`config.mk`:
```
export PLATFORM = sky130hd
export DESIGN_NAME = mem_port_arbiter
export DESIGN_NICKNAME = d
export VERILOG_FILES = /design/src/rtl/mem_port_arbiter_pkg.sv /design/src/rtl/mem_port_arbiter_starvation_counter.sv /design/src/rtl/mem_port_arbiter.sv
export SDC_FILE = /design/constraint.sdc
export NUM_CORES = 1
export LEC_CHECK = 0
export CAP_MARGIN = 40
export CORE_AREA = 2 2 107 109
export DETAILED_ROUTE_END_ITERATION = 10
export DIE_AREA = 0 0 109 111
export GPL_TIMING_DRIVEN = 0
export PLACE_DENSITY = 0.89
export SYNTH_ARGS = -nofsm -noshare
export SYNTH_HDL_FRONTEND = slang
export SYNTH_HIERARCHICAL = 1
export SYNTH_SLANG_ARGS = --single-unit
```
`constraint.sdc`:
```
create_clock -name clk -period 2.5 [get_ports clk]
set_input_delay 0.625 -clock clk [delete_from_list [all_inputs] [get_ports clk]]
set_output_delay 0.625 -clock clk [all_outputs]
set_load 0.05 [all_outputs]
```
`src/rtl/mem_port_arbiter_pkg.sv`:
```
// Shared types for the memory-port arbiter: FSM states and port owner.
// No logic, types and constants only.
// Imported by mem_port_arbiter and its streak counter.
package mem_port_arbiter_pkg;

  typedef enum logic [1:0] {
    IDLE    = 2'd0,
    ISSUE   = 2'd1,
    WAIT_RD = 2'd2
  } arb_state_t;

  typedef enum logic {
    OWN_FETCH = 1'b0,
    OWN_DATA  = 1'b1
  } owner_t;

  // Wide enough for STREAK_MAX up to 15.
  localparam int STREAK_W = 4;

endpackage

```
`src/rtl/mem_port_arbiter_starvation_counter.sv`:
```
// Saturating count of data grants given while fetch was waiting.
// Count updates one cycle after i_inc/i_clr; o_at_max is a combinational decode of the count.
// No backpressure: clear wins over increment, increment holds at MAX.
module mem_port_arbiter_starvation_counter
  import mem_port_arbiter_pkg::*;
#(
  parameter int MAX = 4,
  parameter int W   = STREAK_W
) (
  input  logic clk,
  input  logic rst,
  input  logic i_clr,
  input  logic i_inc,
  output logic o_at_max
);

  localparam logic [W-1:0] L_MAX = W'(MAX);

  logic [W-1:0] r_count;

  // Streak register: clear has priority, increment saturates at MAX.
  always_ff @(posedge clk) begin
    if (rst) begin
      r_count <= '0;
    end else if (i_clr) begin
      r_count <= '0;
    end else if (i_inc && (r_count != L_MAX)) begin
      r_count <= r_count + 1'b1;
    end
  end

  assign o_at_max = (r_count == L_MAX);

endmodule

```
`src/rtl/mem_port_arbiter.sv`:
```
// Shares one memory port between fetch (read) and load/store, one transaction at a time.
// mem_req rises the cycle after a request is seen in IDLE; gnt on mem_ready, rvalid/done on mem_rvalid.
// mem_* held stable until mem_ready; requesters hold req until gnt; fetch forced in after STREAK_MAX data wins.
module mem_port_arbiter
  import mem_port_arbiter_pkg::*;
#(
  parameter int ADDR_W     = 32,
  parameter int DATA_W     = 32,
  parameter int STREAK_MAX = 4
) (
  input  logic                  clk,
  input  logic                  rst,
  input  logic                  i_req,
  input  logic [ADDR_W-1:0]     i_addr,
  output logic                  i_gnt,
  output logic                  i_rvalid,
  output logic [DATA_W-1:0]     i_rdata,
  input  logic                  i_flush,
  input  logic                  d_req,
  input  logic                  d_we,
  input  logic [ADDR_W-1:0]     d_addr,
  input  logic [DATA_W-1:0]     d_wdata,
  input  logic [DATA_W/8-1:0]   d_wstrb,
  output logic                  d_gnt,
  output logic                  d_done,
  output logic [DATA_W-1:0]     d_rdata,
  output logic                  mem_req,
  output logic                  mem_we,
  output logic [ADDR_W-1:0]     mem_addr,
  output logic [DATA_W-1:0]     mem_wdata,
  output logic [DATA_W/8-1:0]   mem_wstrb,
  input  logic                  mem_ready,
  input  logic                  mem_rvalid,
  input  logic [DATA_W-1:0]     mem_rdata
);

  localparam int STRB_W = DATA_W / 8;

  arb_state_t          r_state;
  arb_state_t          w_state_nxt;
  owner_t              r_owner;
  logic                r_drop;
  logic                r_mem_req;
  logic                r_mem_we;
  logic [ADDR_W-1:0]   r_mem_addr;
  logic [DATA_W-1:0]   r_mem_wdata;
  logic [STRB_W-1:0]   r_mem_wstrb;

  logic                w_at_max;
  logic                w_fetch_wins;
  logic                w_arb;
  logic                w_hs;
  logic                w_fetch_busy;
  logic                w_fetch_resp;
  logic                w_streak_inc;
  logic                w_streak_clr;
  logic                w_i_gnt;
  logic                w_d_gnt;
  logic                w_i_rvalid;
  logic                w_d_done;

  // Data normally wins; fetch wins when alone or when its wait streak is exhausted.
  assign w_fetch_wins = i_req & (~d_req | w_at_max);
  assign w_arb        = (r_state == IDLE) & (i_req | d_req);
  assign w_hs         = (r_state == ISSUE) & mem_ready;
  assign w_fetch_busy = (r_owner == OWN_FETCH) & ((r_state == ISSUE) | (r_state == WAIT_RD));
  assign w_fetch_resp = (r_state == WAIT_RD) & mem_rvalid & (r_owner == OWN_FETCH);

  // Streak counts data grants that overtook a waiting fetch.
  assign w_streak_inc = w_hs & (r_owner == OWN_DATA) & i_req;
  assign w_streak_clr = (w_hs & (r_owner == OWN_FETCH)) | ((r_state == IDLE) & ~i_req);

  mem_port_arbiter_starvation_counter #(
    .MAX (STREAK_MAX),
    .W   (STREAK_W)
  ) u_streak (
    .clk      (clk),
    .rst      (rst),
    .i_clr    (w_streak_clr),
    .i_inc    (w_streak_inc),
    .o_at_max (w_at_max)
  );

  // FSM state register.
  always_ff @(posedge clk) begin
    if (rst) begin
      r_state <= IDLE;
    end else begin
      r_state <= w_state_nxt;
    end
  end

  // Next state and handshake pulses; a store completes on its own accept cycle.
  always_comb begin
    w_state_nxt = r_state;
    w_i_gnt     = 1'b0;
    w_d_gnt     = 1'b0;
    w_i_rvalid  = 1'b0;
    w_d_done    = 1'b0;
    case (r_state)
      IDLE: begin
        if (i_req || d_req) begin
          w_state_nxt = ISSUE;
        end
      end
      ISSUE: begin
        if (mem_ready) begin
          if (r_owner == OWN_FETCH) begin
            w_i_gnt     = 1'b1;
            w_state_nxt = WAIT_RD;
          end else begin
            w_d_gnt = 1'b1;
            if (r_mem_we) begin
              w_d_done    = 1'b1;
              w_state_nxt = IDLE;
            end else begin
              w_state_nxt = WAIT_RD;
            end
          end
        end
      end
      WAIT_RD: begin
        if (mem_rvalid) begin
          if (r_owner == OWN_FETCH) begin
            // A flush arriving with the response still kills it.
            w_i_rvalid = ~(r_drop | i_flush);
          end else begin
            w_d_done = 1'b1;
          end
          w_state_nxt = IDLE;
        end
      end
      default: begin
        w_state_nxt = IDLE;
      end
    endcase
  end

  // Request registers: capture the winner in IDLE, hold until accepted; track flushed fetches.
  always_ff @(posedge clk) begin
    if (rst) begin
      r_mem_req   <= 1'b0;
      r_mem_we    <= 1'b0;
      r_mem_addr  <= '0;
      r_mem_wdata <= '0;
      r_mem_wstrb <= '0;
      r_owner     <= OWN_FETCH;
      r_drop      <= 1'b0;
    end else begin
      if (w_arb) begin
        r_mem_req <= 1'b1;
        if (w_fetch_wins) begin
          r_owner     <= OWN_FETCH;
          r_mem_we    <= 1'b0;
          r_mem_addr  <= i_addr;
          r_mem_wdata <= '0;
          r_mem_wstrb <= '0;
        end else begin
          r_owner     <= OWN_DATA;
          r_mem_we    <= d_we;
          r_mem_addr  <= d_addr;
          r_mem_wdata <= d_wdata;
          r_mem_wstrb <= d_wstrb;
        end
      end else if (w_hs) begin
        r_mem_req <= 1'b0;
      end

      if (w_fetch_resp) begin
        r_drop <= 1'b0;
      end else if (i_flush && w_fetch_busy) begin
        r_drop <= 1'b1;
      end
    end
  end

  // Handshake pulses are forced low while reset is held, whatever the state.
  assign i_gnt     = w_i_gnt & ~rst;
  assign d_gnt     = w_d_gnt & ~rst;
  assign i_rvalid  = w_i_rvalid & ~rst;
  assign d_done    = w_d_done & ~rst;

  assign i_rdata   = mem_rdata;
  assign d_rdata   = mem_rdata;

  assign mem_req   = r_mem_req;
  assign mem_we    = r_mem_we;
  assign mem_addr  = r_mem_addr;
  assign mem_wdata = r_mem_wdata;
  assign mem_wstrb = r_mem_wstrb;

endmodule
```
==> impl_results.md, run 1 <==
- Status: finished clean
- I/O pin total: 278
- Synth warn: 6
- Area growth, synth to finish: 80.3%
- Max-cap violation count: 0
- Final core utilization: 0.606
- Type of the most critical hold path: flip-flop to flip-flop
- CTS tree: done
- WL final: 12.7 mm
- ANT cells: 0
- CP Data Arrival Time: 1.85 ns
- CTS Buffer Depth: 2
- Sink Count: 78
- Final Instance Count excl. Fillers: between 800 and 900
- Core Region: ~11,000 um^2
- Post-synthesis cell count: 404
- Final nets: 806
- Largest net degree at the start of global routing: 15
- Synth Register Bits: 78
- Max Slew Vio Count: 0
- Chip height: 111 um
- Clock root buffer: clkbuf_16
- Hold-fix buffers, CTS: 0
- Synth Net Count: between 500 and 600
- Cell area after synthesis: between 3000 and 4000 um^2
- Site Rows: 39
- Place WS: -0.957 ns
- Commonest non-fill, non-tap cell in the layout: clkdlybuf4s50_1
- Layout cells sized above 1: 0.177
- Async SR Flop Fraction: 0
- Most frequent cells in the layout: clkdlybuf4s50_1 (240), dfxtp_1 (78), buf_4 (67), a22o_1 (37), nor2_1 (37)
- PnR worst setup slack: about 0.027 ns
- DR vias/cell: 4.87
- ANT nets after route: 0
- Reg2Reg Launch Point: u_streak/r_count[0]$_SDFFE_PP0P_
- TritonCTS Buffers: 9
- Crit path max fanout: 2
- Setup TNS: 0 ns
- All-layer global routing usage: 0.206
- Routability cong.: 0.825
- Hold path start: mem_wstrb[1]$_SDFFE_PP0P_
- Router iterations before antenna repair: 4
- Worst-path clk slew: 0.06 ns
- Clk_skew: 0.00536 ns
- Peak Freq: 404 MHz
- Post-synth cell types: 38
- Worst-Margin Slew: around 0.56 ns
- Maximum vdd drop: 0.584 mV
- Seq. cell area: between 1500 and 2000 um^2
- Crit path capture type: output port
- Post-Syn Area per Cell: 9.21 um^2
- Startpoint Class: input port
- Crit Path Class: input port to output port
- H-Tree Depth: 3
- Die width: between 100 and 150 um
- FILL cells: between 800 and 900
- Worst skew pair latency: 0.34 ns
- Die ar.: 12,100 um^2
- Dominant synthesized flop cell: dfxtp_1
- Vias in the first global route: around 4,000
- Finish-stage setup viols: 0
- First-pass GRT wire length: ~19 mm
- CP required: 1.88 ns
- Post-route DRC: 0
- Final hold slack: 0.479 ns
- Post-CTS Setup Inserts: 0
- Grt total ovfl: 0
- Number of synthesized flops with an enable pin: 0
- Critical Path Start: i_flush
- Slew margin rel.: 0.624
- Register area share after synthesis: 0.420
- Area occupied by multi-input gates: 1470 um^2
- Tmin final: 2.47 ns
- Pwr dens: 960 nW/um^2
- DP Cell Count: 792
- Routed len/inst: 15.7 um
- Final HPWL DP: 9.98 mm
- Final period utilization: 0.989
- RSZ-0062 raised after global routing: no
- DRT iter0 DRCs: 262
- Port Buffer Count: 245
- Starting Density: 0.336
- Leakage: 0.00266 uW
- Initial antenna violation count: 0
- Via count: 3,937
- Final Hold Fails: 0
## Yosys cell counts, types with 3 or more instances
master | n | area share
ha_1 | 6 | 0.020
o21ai_0 | 31 | 0.042
o21ai_1 | 4 | 0.0054
buf_2 | 13 | 0.017
a21oi_1 | 3 | 0.0040
nor2_1 | 38 | 0.038
buf_4 | 66 | 0.13
dfxtp_1 | 78 | 0.42
nor3_1 | 5 | 0.0067
a311oi_1 | 32 | 0.075
nand2_1 | 3 | 0.0030
nand2b_1 | 3 | 0.0050
nand3_1 | 36 | 0.048
nand3b_1 | 3 | 0.0061
clkbuf_1 | 8 | 0.0081
inv_1 | 10 | 0.010
buf_6 | 5 | 0.015
a22o_1 | 37 | 0.087
## power breakdown
part / total, uW / switching (uW) / internal [uW]
registers: 1750 / 181 / 1570
logic: 3180 / 2020 / 1160
clock network: 1510 / 535 / 978
total: 6440 / 2740 / 3710
## worst max-delay path, stage by stage
cell and delay, ns:
clkdlybuf4s50_1 0.43, or4_1 0.50, nor2_2 0.12, buf_6 0.17
## layer usage
layer	part of all wire	track usage	up-vias
met5	0	0	-
met4	0.024	0.100	0
met3	0.088	0.0611	22
met2	0.50	0.364	183
met1	0.38	0.219	1813
li1	-	-	1919
## metrics by stage
step | total power (uW) | cell area [um^2]
floorplan | 3840 | 3720
global placement | 4880 | 6360
detailed placement | 4950 | 6360
CTS | 6490 | 6700
global route | 6740 | 6710
finish | 6440 | 6710
## cells by family (layout without fill, tap and decap cells)
| group | after synthesis | count (layout) | synth area share |
|---|---|---|---|
| AOI/OAI and AO/OA | 116 | 116 | 0.237 |
| adders and majority gates | 6 | 6 | 0.0202 |
| buffers and inverters | 106 | 367 | 0.188 |
| DFF | 78 | 78 | 0.420 |
| muxes | 2 | 2 | 0.00538 |
| and+or+nand+nor | 96 | 96 | 0.129 |
## timing repair
item                                    4_1_cts  5_1_grt
endpoints found under the setup margin        4        3
gates resized for setup                      31        2
endpoints found under the hold margin         0        0
## path summary, 6_finish.rpt
path | endpoint | slack (ns) | depth (start not counted)
max | i_rvalid | 0.03 | 4
max reg2reg | mem_addr[24]$_SDFFE_PP0P_ | 0.38 | 8
min | mem_wstrb[1]$_SDFFE_PP0P_ | 0.48 | 1
min reg2reg | mem_wstrb[1]$_SDFFE_PP0P_ | 0.48 | 1
## area by class of cell
cell class	count	share of cell area
buffer	95	0.100
clock buffer	9	0.0336
clock inverter	7	0.0181
inverter	11	0.00615
multi-input combinational	220	0.219
sequential	78	0.233
tap	143	0.0267
timing repair buffer	245	0.364
## state kept, by name, indices dropped and copies added (netlist names)
name / flops
mem_wdata: 32
mem_we: 1
u_streak/r_count: 4
mem_req: 1
mem_wstrb: 4
mem_addr: 32
r_state: 2
r_drop: 1
r_owner: 1
(Power assumes the default switching activity.)
==> run 2: changes to the inputs <==
CELL_PAD_IN_SITES_DETAIL_PLACEMENT = 1   (was default)
CELL_PAD_IN_SITES_GLOBAL_PLACEMENT = 2   (was default)
CORE_AREA = default   (was 2 2 107 109)
CORE_MARGIN = 1   (was default)
CORE_UTILIZATION = 19   (was default)
DIE_AREA = default   (was 0 0 109 111)
PLACE_DENSITY = 0.93   (was 0.89)
==> impl_results.md, run 2 (synthesized netlist as in run 1, its figures left out) <==
- WL final: 14.3 mm (+13%)
- Final Instance Count excl. Fillers: 925 (+14%)
- Grt peak-use layer: met2
- M2 GR Usage: 0.247 (-0.117)
- Max Slew Vio Count: 0 (unchanged)
- Chip height: 142 um (+28%)
- Router iterations before antenna repair: 6 (+2)
- Final period utilization: 0.963 (-0.0260)
- Grt met1 use: 0.151 (-0.0674)
- Most frequent cells in the layout: clkdlybuf4s50_1 (239), dfxtp_1 (78), buf_4 (67), nor2_1 (38), a22o_1 (37)
- Post-CTS Setup Inserts: 0 (unchanged)
- I/O pin total: 278 (unchanged)
- Grt met3 use: 0.0508 (-0.0103)
- Routability cong.: 0.755 (-8.5%)
- Tmin final: 2.41 ns (-0.0651 ns)
- Vias in the first global route: 4,057 (+0.60%)
- Hold-fix buffers, CTS: 0 (unchanged)
- Clock root buffer: clkbuf_16
- First-pass GRT wire length: 21.3 mm (+10%)
- Finish-stage setup viols: 0 (unchanged)
- Status: finished clean
- Die width: 142 um (+30%)
- PnR worst setup slack: 0.0921 ns (+0.0651 ns)
- Crit path max fanout: 9 (+7)
- Initial antenna violation count: 0 (unchanged)
- Area growth, synth to finish: 83.6%
- Startpoint Class: input port
- Final nets: 806 (unchanged)
- Critical Path Start: rst
- Site Rows: 50 (+28%)
- Worst skew pair latency: 0.34 ns (about the same)
- Place WS: -0.975 ns (-0.0182 ns)
- Layout cells sized above 1: 0.176 (-0.00150)
- Post-route DRC: 0 (unchanged)
- Clk_skew: 0.00976 ns (+0.00439 ns)
- DR vias/cell: 4.33 (-11%)
- Peak Freq: 415 MHz (+2.7%)
- Maximum vdd drop: 0.327 mV (-44%)
- Port Buffer Count: 245 (unchanged)
- Core Region: 19,000 um^2 (+71%)
- ANT nets after route: 0 (unchanged)
- Slew margin rel.: 0.590 (-0.0339)
- Max-cap violation count: 0 (unchanged)
- RSZ-0062 raised after global routing: no
- CP Data Arrival Time: 1.78 ns (-0.07 ns)
- Final Hold Fails: 0 (unchanged)
- Leakage: 0.00266 uW (+0.14%)
- TritonCTS Buffers: 9 (unchanged)
- Final HPWL DP: 11.3 mm (+13%)
- Worst-Margin Slew: 0.613 ns (+0.0507 ns)
- Pwr dens: 934 nW/um^2 (-2.7%)
- H-Tree Depth: 3 (unchanged)
- Grt total ovfl: 0 (unchanged)
- Crit path capture type: output port
- ANT cells: 0 (unchanged)
- CTS tree: done
- Final hold slack: 0.474 ns (-0.00459 ns)
- Setup TNS: 0 ns (unchanged)
- Commonest non-fill, non-tap cell in the layout: clkdlybuf4s50_1
- Reg2Reg Launch Point: u_streak/r_count[0]$_SDFFE_PP0P_
- DP Cell Count: 909 (+15%)
- Largest net degree at the start of global routing: 15 (unchanged)
- Crit Path Class: input port to output port
- DRT iter0 DRCs: 147 (-44%)
- Via count: 4,009 (+1.8%)
- All-layer global routing usage: 0.138 (-0.0676)
- CTS Buffer Depth: 2 (unchanged)
- CP required: 1.88 ns (about the same)
- Hold path start: mem_wdata[5]$_SDFFE_PP0P_
- Worst-path clk slew: 0.06 ns (about the same)
- Type of the most critical hold path: flip-flop to flip-flop
- Sink Count: 78 (unchanged)
- Pwr Total: 6390 uW (-0.91%)
- Routed len/inst: 15.5 um (-1.5%)
- Starting Density: 0.196 (-0.140)
- Die ar.: 20,100 um^2 (+67%)
==> run 2: cell types whose count changed in the layout (fill, tap and decap cells not counted), sizes merged <==
cell,delta
bufinv,-1
clkinv,+4
clkinvlp,-3
clkdlybuf4s50,-1
dlygate4sd2,+1
==> run 2: area by class of cell <==
type	count	area, um^2
buffer	95	671
clock buffer	9	225
clock inverter	7	96.3
fill	2175	12100
inverter	11	41.3
multi-input combinational	220	1470
sequential	78	1560
tap	260	325
timing repair buffer	245	2440
==> run 2: metal layers <==
| layer | part of all wire | wire length, um |
|---|---|---|
| met1 | 0.39 | 5570 |
| met2 | 0.50 | 7190 |
| met3 | 0.091 | 1310 |
| met4 | 0.017 | 245 |
| met5 | 0 | 0 |
==> run 2: stage by stage <==
stage,area [um^2],util
final,6830,0.360
after global routing,6830,0.360
after CTS,6830,0.360
after detailed placement,6500,0.343
after global placement,6500,0.343
after floorplan,3720,-
==> run 2: final timing paths <==
check                                            endpoint  depth (start not counted)  slack, ns
worst min-delay path            mem_wdata[5]$_SDFFE_PP0P_                          1       0.47
worst max register to register   mem_addr[7]$_SDFFE_PP0P_                          8       0.49
worst max-delay path                             i_rvalid                          5       0.09
worst min register to register  mem_wdata[5]$_SDFFE_PP0P_                          1       0.47
==> run 2: repair_timing <==
action	in CTS	in global routing
resized for setup	33	3
cloned	0	0
endpoints found under the setup margin	4	5
pin swaps	1	0
==> run 2: power by group <==
| part | switching [uW] | internal (uW) |
|---|---|---|
| logic | 2050 | 1160 |
| clock network | 554 | 878 |
| registers | 177 | 1570 |
==> run 2: worst max-delay path, stage by stage <==
cell	delay (ns)
dlygate4sd2_1	0.27
buf_6	0.16
or4_1	0.40
nor2_1	0.15
buf_6	0.18
==> run 3: changes to the inputs <==
CTS_CLUSTER_SIZE = 16   (was default)
SLEW_MARGIN = 0   (was default)
==> results of run 3 <==
The final DEF is identical to that of run 2; final timing and power are the same.
